==> src/rtl/fifo_arb_pkg.sv <==
// -----------------------------------------------------------------------------
// fifo_arb_pkg
// Shared definitions for the FIFO write arbiter slice:
//   - arb_state_e   : arbiter FSM encoding (StIdle = 0, StBurst = 1)
//   - *_DEF         : default NREQ / IDXW / DATAWIDTH / BURSTLEN / BCNTW values
//   - STAT_W        : width of the optional per-requester statistics counters
// -----------------------------------------------------------------------------
package fifo_arb_pkg;

  typedef enum logic {
    StIdle  = 1'b0,
    StBurst = 1'b1
  } arb_state_e;

  localparam int unsigned NREQ_DEF      = 4;
  localparam int unsigned IDXW_DEF      = 2;
  localparam int unsigned DATAWIDTH_DEF = 8;
  localparam int unsigned BURSTLEN_DEF  = 4;
  localparam int unsigned BCNTW_DEF     = 4;

  localparam int unsigned STAT_W        = 16;

endpackage

==> src/rtl/fifo_rr_pick.sv <==
// -----------------------------------------------------------------------------
// fifo_rr_pick
// Combinational round-robin picker: returns the first set bit of req scanning
// start, start+1, ... modulo NREQ.
// Ports:
//   req    in   NREQ   request vector
//   start  in   IDXW   index scanned first
//   found  out  1      at least one request bit is set
//   idx    out  IDXW   winning index (0 when nothing is found)
// -----------------------------------------------------------------------------
module fifo_rr_pick #(
  parameter int unsigned NREQ = 4,
  parameter int unsigned IDXW = 2
) (
  input  logic [NREQ-1:0] req,
  input  logic [IDXW-1:0] start,
  output logic            found,
  output logic [IDXW-1:0] idx
);

  logic [IDXW-1:0] cand;

  always_comb begin
    found = 1'b0;
    idx   = '0;
    cand  = '0;
    for (int unsigned i = 0; i < NREQ; i++) begin
      // NREQ is a power of two, so the IDXW-bit add wraps modulo NREQ.
      cand = start + IDXW'(i);
      if (!found && req[cand]) begin
        found = 1'b1;
        idx   = cand;
      end
    end
  end

endmodule

==> src/rtl/fifo_wr_arbiter.sv <==
// -----------------------------------------------------------------------------
// fifo_wr_arbiter
// Round-robin arbiter sharing one sync FIFO write port among NREQ valid/ready
// requesters. A granted owner keeps the port for up to BURSTLEN beats, then the
// grant hands over to the next valid requester with no idle bubble.
//
// Ports:
//   clk         in   1               clock, rising edge
//   rst         in   1               asynchronous active-low reset
//   req_valid   in   NREQ            per-requester word valid
//   req_data    in   NREQ*DATAWIDTH  requester i at [i*DATAWIDTH +: DATAWIDTH]
//   req_ready   out  NREQ            per-requester accept
//   fifo_full   in   1               FIFO full flag
//   fifo_wr_en  out  1               FIFO write enable
//   fifo_din    out  DATAWIDTH       FIFO write data (0 when not writing)
//   gnt_vld     out  1               a burst owner is active
//   gnt_id      out  IDXW            current owner index
// Optional (macro ARB_STATS_EN):
//   stat_clr    in   1               synchronous clear of all counters
//   stat_cnt    out  NREQ*16         per-requester saturating accepted-word count
// -----------------------------------------------------------------------------
module fifo_wr_arbiter
  import fifo_arb_pkg::*;
#(
  parameter int unsigned NREQ      = NREQ_DEF,
  parameter int unsigned IDXW      = IDXW_DEF,
  parameter int unsigned DATAWIDTH = DATAWIDTH_DEF,
  parameter int unsigned BURSTLEN  = BURSTLEN_DEF,
  parameter int unsigned BCNTW     = BCNTW_DEF
) (
  input  logic                      clk,
  input  logic                      rst,
  input  logic [NREQ-1:0]           req_valid,
  input  logic [NREQ*DATAWIDTH-1:0] req_data,
  output logic [NREQ-1:0]           req_ready,
  input  logic                      fifo_full,
  output logic                      fifo_wr_en,
  output logic [DATAWIDTH-1:0]      fifo_din,
  output logic                      gnt_vld,
  output logic [IDXW-1:0]           gnt_id
`ifdef ARB_STATS_EN
  ,
  input  logic                      stat_clr,
  output logic [NREQ*STAT_W-1:0]    stat_cnt
`endif
);

  arb_state_e      state_q, state_d;
  logic [IDXW-1:0] owner_q, owner_d;
  logic [IDXW-1:0] rr_ptr_q, rr_ptr_d;
  logic [BCNTW-1:0] bcnt_q, bcnt_d;

  logic [IDXW-1:0] owner_nxt;
  logic            idle_found, ho_found;
  logic [IDXW-1:0] idle_idx, ho_idx;
  logic            owner_valid, xfer, last_beat, release_burst;

  assign owner_nxt     = owner_q + 1'b1;
  assign owner_valid   = req_valid[owner_q];
  assign xfer          = (state_q == StBurst) && owner_valid && !fifo_full;
  assign last_beat     = (bcnt_q == BCNTW'(BURSTLEN - 1));
  // Owner going idle releases the grant without a transfer.
  assign release_burst = (xfer && last_beat) || !owner_valid;

  // Initial grant scans from the round-robin pointer.
  fifo_rr_pick #(
    .NREQ (NREQ),
    .IDXW (IDXW)
  ) u_pick_idle (
    .req   (req_valid),
    .start (rr_ptr_q),
    .found (idle_found),
    .idx   (idle_idx)
  );

  // Handover scans from the slot after the current owner.
  fifo_rr_pick #(
    .NREQ (NREQ),
    .IDXW (IDXW)
  ) u_pick_handover (
    .req   (req_valid),
    .start (owner_nxt),
    .found (ho_found),
    .idx   (ho_idx)
  );

  // State register.
  always_ff @(posedge clk or negedge rst) begin
    if (!rst) begin
      state_q  <= StIdle;
      owner_q  <= '0;
      rr_ptr_q <= '0;
      bcnt_q   <= '0;
    end else begin
      state_q  <= state_d;
      owner_q  <= owner_d;
      rr_ptr_q <= rr_ptr_d;
      bcnt_q   <= bcnt_d;
    end
  end

  // Next-state logic.
  always_comb begin
    state_d  = state_q;
    owner_d  = owner_q;
    rr_ptr_d = rr_ptr_q;
    bcnt_d   = bcnt_q;
    unique case (state_q)
      StIdle: begin
        if (idle_found) begin
          state_d = StBurst;
          owner_d = idle_idx;
          bcnt_d  = '0;
        end
      end
      StBurst: begin
        if (release_burst) begin
          rr_ptr_d = owner_nxt;
          bcnt_d   = '0;
          if (ho_found) begin
            owner_d = ho_idx;
          end else begin
            state_d = StIdle;
          end
        end else if (xfer) begin
          bcnt_d = bcnt_q + 1'b1;
        end
      end
      default: begin
        state_d = StIdle;
      end
    endcase
  end

  // Output logic.
  always_comb begin
    req_ready  = '0;
    fifo_wr_en = 1'b0;
    fifo_din   = '0;
    gnt_vld    = (state_q == StBurst);
    gnt_id     = owner_q;
    if (state_q == StBurst) begin
      req_ready[owner_q] = !fifo_full;
      fifo_wr_en         = xfer;
      if (xfer) begin
        fifo_din = req_data[owner_q*DATAWIDTH +: DATAWIDTH];
      end
    end
  end

`ifdef ARB_STATS_EN
  logic [STAT_W-1:0] cnt_q [NREQ];

  // Clear wins over a same-cycle increment; counts stick at all-ones.
  always_ff @(posedge clk or negedge rst) begin
    if (!rst) begin
      for (int unsigned i = 0; i < NREQ; i++) begin
        cnt_q[i] <= '0;
      end
    end else if (stat_clr) begin
      for (int unsigned i = 0; i < NREQ; i++) begin
        cnt_q[i] <= '0;
      end
    end else if (xfer && (cnt_q[owner_q] != '1)) begin
      cnt_q[owner_q] <= cnt_q[owner_q] + 1'b1;
    end
  end

  always_comb begin
    stat_cnt = '0;
    for (int unsigned i = 0; i < NREQ; i++) begin
      stat_cnt[i*STAT_W +: STAT_W] = cnt_q[i];
    end
  end
`else
  // Statistics counters are not built in this configuration.
`endif

endmodule

==> config.mk <==
export PLATFORM = sky130hd
export DESIGN_NAME = fifo_wr_arbiter
export DESIGN_NICKNAME = d
export VERILOG_FILES = /design/src/rtl/fifo_arb_pkg.sv /design/src/rtl/fifo_rr_pick.sv /design/src/rtl/fifo_wr_arbiter.sv
export SDC_FILE = /design/constraint.sdc
export NUM_CORES = 1
export LEC_CHECK = 0
export BUFFER_PORTS_ARGS = -buffer_cell sky130_fd_sc_hd__clkbuf_2
export CORE_MARGIN = 2
export CORE_UTILIZATION = 45
export DETAILED_ROUTE_END_ITERATION = 10
export PLACE_DENSITY = 0.83
export SLEW_MARGIN = 25
export SYNTH_ARGS = -nofsm -noshare
export SYNTH_HDL_FRONTEND = slang
export SYNTH_SLANG_ARGS = --single-unit
==> constraint.sdc <==
create_clock -name clk -period 3.28 [get_ports clk]
set_input_delay 0.164 -clock clk [delete_from_list [all_inputs] [get_ports clk]]
set_output_delay 0.164 -clock clk [all_outputs]
set_load 0.02 [all_outputs]
==> results by group <==
Floorplanning
  • Chip width: 54.5 um
  • Row count: 18
  • Total die area: slightly below 0.003 mm2
  • Initial Utilization: 46.7%
  • Core ar.: 0.00245 mm2
  • Die Y: roughly 54 um
  • I/O pin cnt: 55

Finish
  • Util after Layout: 58.9%
  • Most frequent cells in the layout: clkbuf_2 (54), mux4_2 (11), a21oi_1 (10)
  • Diode count: 0
  • Nets: 221
  • Post-route cell area: approximately 0.0014 mm2
  • Most common cell after layout, fill and taps aside: clkbuf_2
  • Reg area: approximately 230 um2
  • Final Non-Filler Cells: 206
  • Area grow syn2layout: 26.2%
  • Area of the multi-input gates: 832 um2
  • Fillers: between 200 and 250
  • Layout cell share with drive strength beyond 1: 42.6%

GRT
  • Vias in the first global route: 1015
  • Maximum number of pins on one net before global-route repair: 21
  • Global-route wire length before repair: 4310 um
  • Grt ovf: 0
  • GRT Util Overall: 20.5%
  • Number of antenna violations at the first check in global routing: 0

Power and ir drop
  • Pwr per Cell Area: roughly 820 mW/mm2
  • Leak: around 0.73 nW
  • Internal Power: 0.000614 W
  • Sequential fraction of design power: 17.6%
  • Clock Power Share: 7.8%
  • Combinational Power Share: about three quarters
  • Net Sw Frac: about half
  • VDD IR max: 0.654 mV
  • Psw: about 0.00057 W

Clock network
  • CTS buffer count: 3
  • Clock Latency Late Sink: 0.28 ns
  • CTS tree: built
  • Post-CTS sizing: 0
  • H-tree depth: 1
  • Clk buf depth: 2
  • Clock transition at path regs: approximately 0.060 ns
  • Clock sink total: 9
  • Post-CTS Setup Inserts: 0
  • Root Driver: clkbuf_4

Timing
  • Setup TNS: 0 ns
  • Setup Skew: 0.00291 ns
  • RSZ-0062 raised after global routing: no
  • Fin. max-slew vios: 0
  • Period Utilization, post-route: between 60 and 70%
  • Max Clk Rate: roughly 0.44 GHz
  • Minimum clock period: roughly 2.3 ns
  • Slew HR: 57.6%
  • Final setup violation count: 0
  • Final hold viol count: 0
  • Worst slew pin tran: around 0.63 ns
  • Post-route setup slack: roughly 1 ns

Logic synthesis
  • Library cells used by synthesis: 38
  • YS warnings: 0
  • Cell taking the most area after synthesis: mux4_2
  • Post-synthesis instance total: ~130
  • Mean Syn Cell Area: between 9 and 10 um2
  • Synth area leaders: mux4_2 (22%), dfrtp_1 (20%), ha_1 (5.5%)
  • Post-synthesis sequential area ratio: 19.7%
  • Register bit total from synthesis: 9
  • Synthesized cell area: 0.00115 mm2
  • Yosys top cell area share: a little over a fifth
  • Syn nets: 170

Critical path
  • R2R setup slack: 1.01 ns
  • CP Max Fanout: 12
  • Worst Path Required: 3.49 ns
  • FF-to-FF path depth: 8
  • Worst R2R Start: gnt_id[0]$_DFFE_PN0P_
  • Critical path, cell by cell: inv_1, ha_1, or3b_1, o21ai_0, a22oi_1, o31a_2, nand3_1, mux2i_1
  • CP endpoint: gnt_id[0]$_DFFE_PN0P_
  • CP max stage cell: ha_1
  • Reg2Reg Capture Point: gnt_id[0]$_DFFE_PN0P_
  • CP startpoint kind: register
  • Critical path arrival: ~2.5 ns
  • Critical path type: reg -> reg
  • CP endpoint kind: register
  • Crit path launch: gnt_id[0]$_DFFE_PN0P_
  • Max incr delay on CP: between 0.5 and 0.6 ns

Placed design
  • GP Congestion: ~0.87
  • I/O Buffers: between 50 and 60
  • Setup Slack @ Placement: 1.03 ns
  • Detailed Place HPWL: 2370 um
  • Post-place instance area: 0.00141 mm2
  • Cells after DPL: approximately 200

Run
  • MaxCap Viol Count: 0

Route
  • First-pass DRT Iterations: 4
  • DR WL/cell: 14.5 um
  • Iter 0 DRT Violations: 33
  • DR vias/cell: slightly below 6
  • Final WL: 2990 um
  • # DRC: 0
  • Antenna Nets Post-Route: 0
  • Via count: approximately 1200

Min path
  • Min-delay worst type: in -> async

Outcome
  • Outcome: completed
power by group through the flow:
stage | logic, W | clock network (W) | registers, W
after floorplan | 0.000682 | 0 | 0.000214
after global placement | 0.000857 | 0 | 0.000208
after detailed placement | 0.000885 | 0 | 0.000210
after CTS | 0.000889 | 0.0000917 | 0.000209
after global routing | 0.000977 | 0.0000931 | 0.000216
final | 0.000884 | 0.0000918 | 0.000208
cells by family after synthesis:
family | Yosys count | share of synthesized area, %
adder cells (fa/ha/maj) | 5 | 5.46
flip-flops | 9 | 19.7
XOR/XNOR | 1 | 0.764
AND/OR/NAND/NOR | 43 | 20.7
AO/OA/AOI/OAI | 33 | 19.5
buffers and inverters | 19 | 7.75
multiplexers | 16 | 26.1
state kept, by name (all words and copies together) (netlist names):
register,cells
rr_ptr_q,2
gnt_id,2
bcnt_q,4
gnt_vld,1
timing repair:
item | in CTS | in global routing
hold buffers | 1 | 0
hold endpoints to repair | 9 | 0
endpoints found under the setup margin | 0 | 0
cell usage after synthesis:
cell / count
a2111oi_0: 1
a21oi_1: 10
a21oi_2: 1
a221oi_1: 1
a22oi_1: 2
a311o_1: 1
a31oi_1: 2
a41o_1: 1
and2_1: 5
and2_4: 2
and3_1: 9
buf_2: 2
buf_6: 2
clkbuf_1: 7
dfrtp_1: 9
ha_1: 5
inv_1: 8
mux2_2: 1
mux2i_1: 4
mux4_2: 11
nand2_1: 8
nand2b_1: 2
nand3_1: 3
nand3b_1: 1
nand4_1: 1
nor2_1: 7
nor2b_1: 1
nor3_1: 1
nor3b_1: 2
o211ai_1: 2
o21ai_0: 6
o221ai_1: 1
o2bb2ai_1: 2
o31a_1: 1
o31a_2: 1
o32a_1: 1
or3b_1: 1
xor2_1: 1
how the worst min path moves through the flow:
stage          start                    end  slack [ns]  cells after the start
6_report         rst  gnt_id[1]$_DFFE_PN0P_        0.27                      2
5_1_grt          rst  gnt_id[1]$_DFFE_PN0P_        0.30                      2
2_1_floorplan    rst  bcnt_q[0]$_DFFE_PN0P_       -0.13                      0
3_5_place_dp     rst  bcnt_q[1]$_DFFE_PN0P_        0.03                      1
3_3_place_gp     rst  bcnt_q[0]$_DFFE_PN0P_        0.02                      1
4_1_cts          rst  gnt_id[1]$_DFFE_PN0P_        0.29                      2
metal layers:
metal,vias to the layer above,wire length (um),GRT usage (%)
met1,565,1140,23.2
met5,-,0,0
met3,5,248,1.91
met4,0,57,8.75
li1,575,-,-
met2,61,1550,38.6
per-stage QoR:
stage               hold WS (ns)  total power (W)
floorplan                 -0.132         0.000895
global placement          0.0242          0.00107
detailed placement        0.0325          0.00109
CTS                        0.292          0.00119
global route               0.298          0.00129
finish                     0.268          0.00118
area by class of cell:
| type | instances | share of cell area (%) |
|---|---|---|
| Timing Repair Buffer | 57 | 20.4 |
| Multi-Input combinational cell | 98 | 57.5 |
| Sequential cell | 9 | 15.6 |
| Clock buffer | 4 | 1.82 |
| Inverter | 8 | 2.08 |
| Tap cell | 30 | 2.60 |
critical path: cells and delay by family, from the launching register on:
family	cells	cell delay (ns)
AND/OR/NAND/NOR	2	0.50
multiplexers	1	0.17
buffers and inverters	1	0.11
AO/OA/AOI/OAI	3	0.56
flip-flops	1	0.34
adder cells (fa/ha/maj)	1	0.51
No activity file was read; power rests on OpenSTA's default activity.
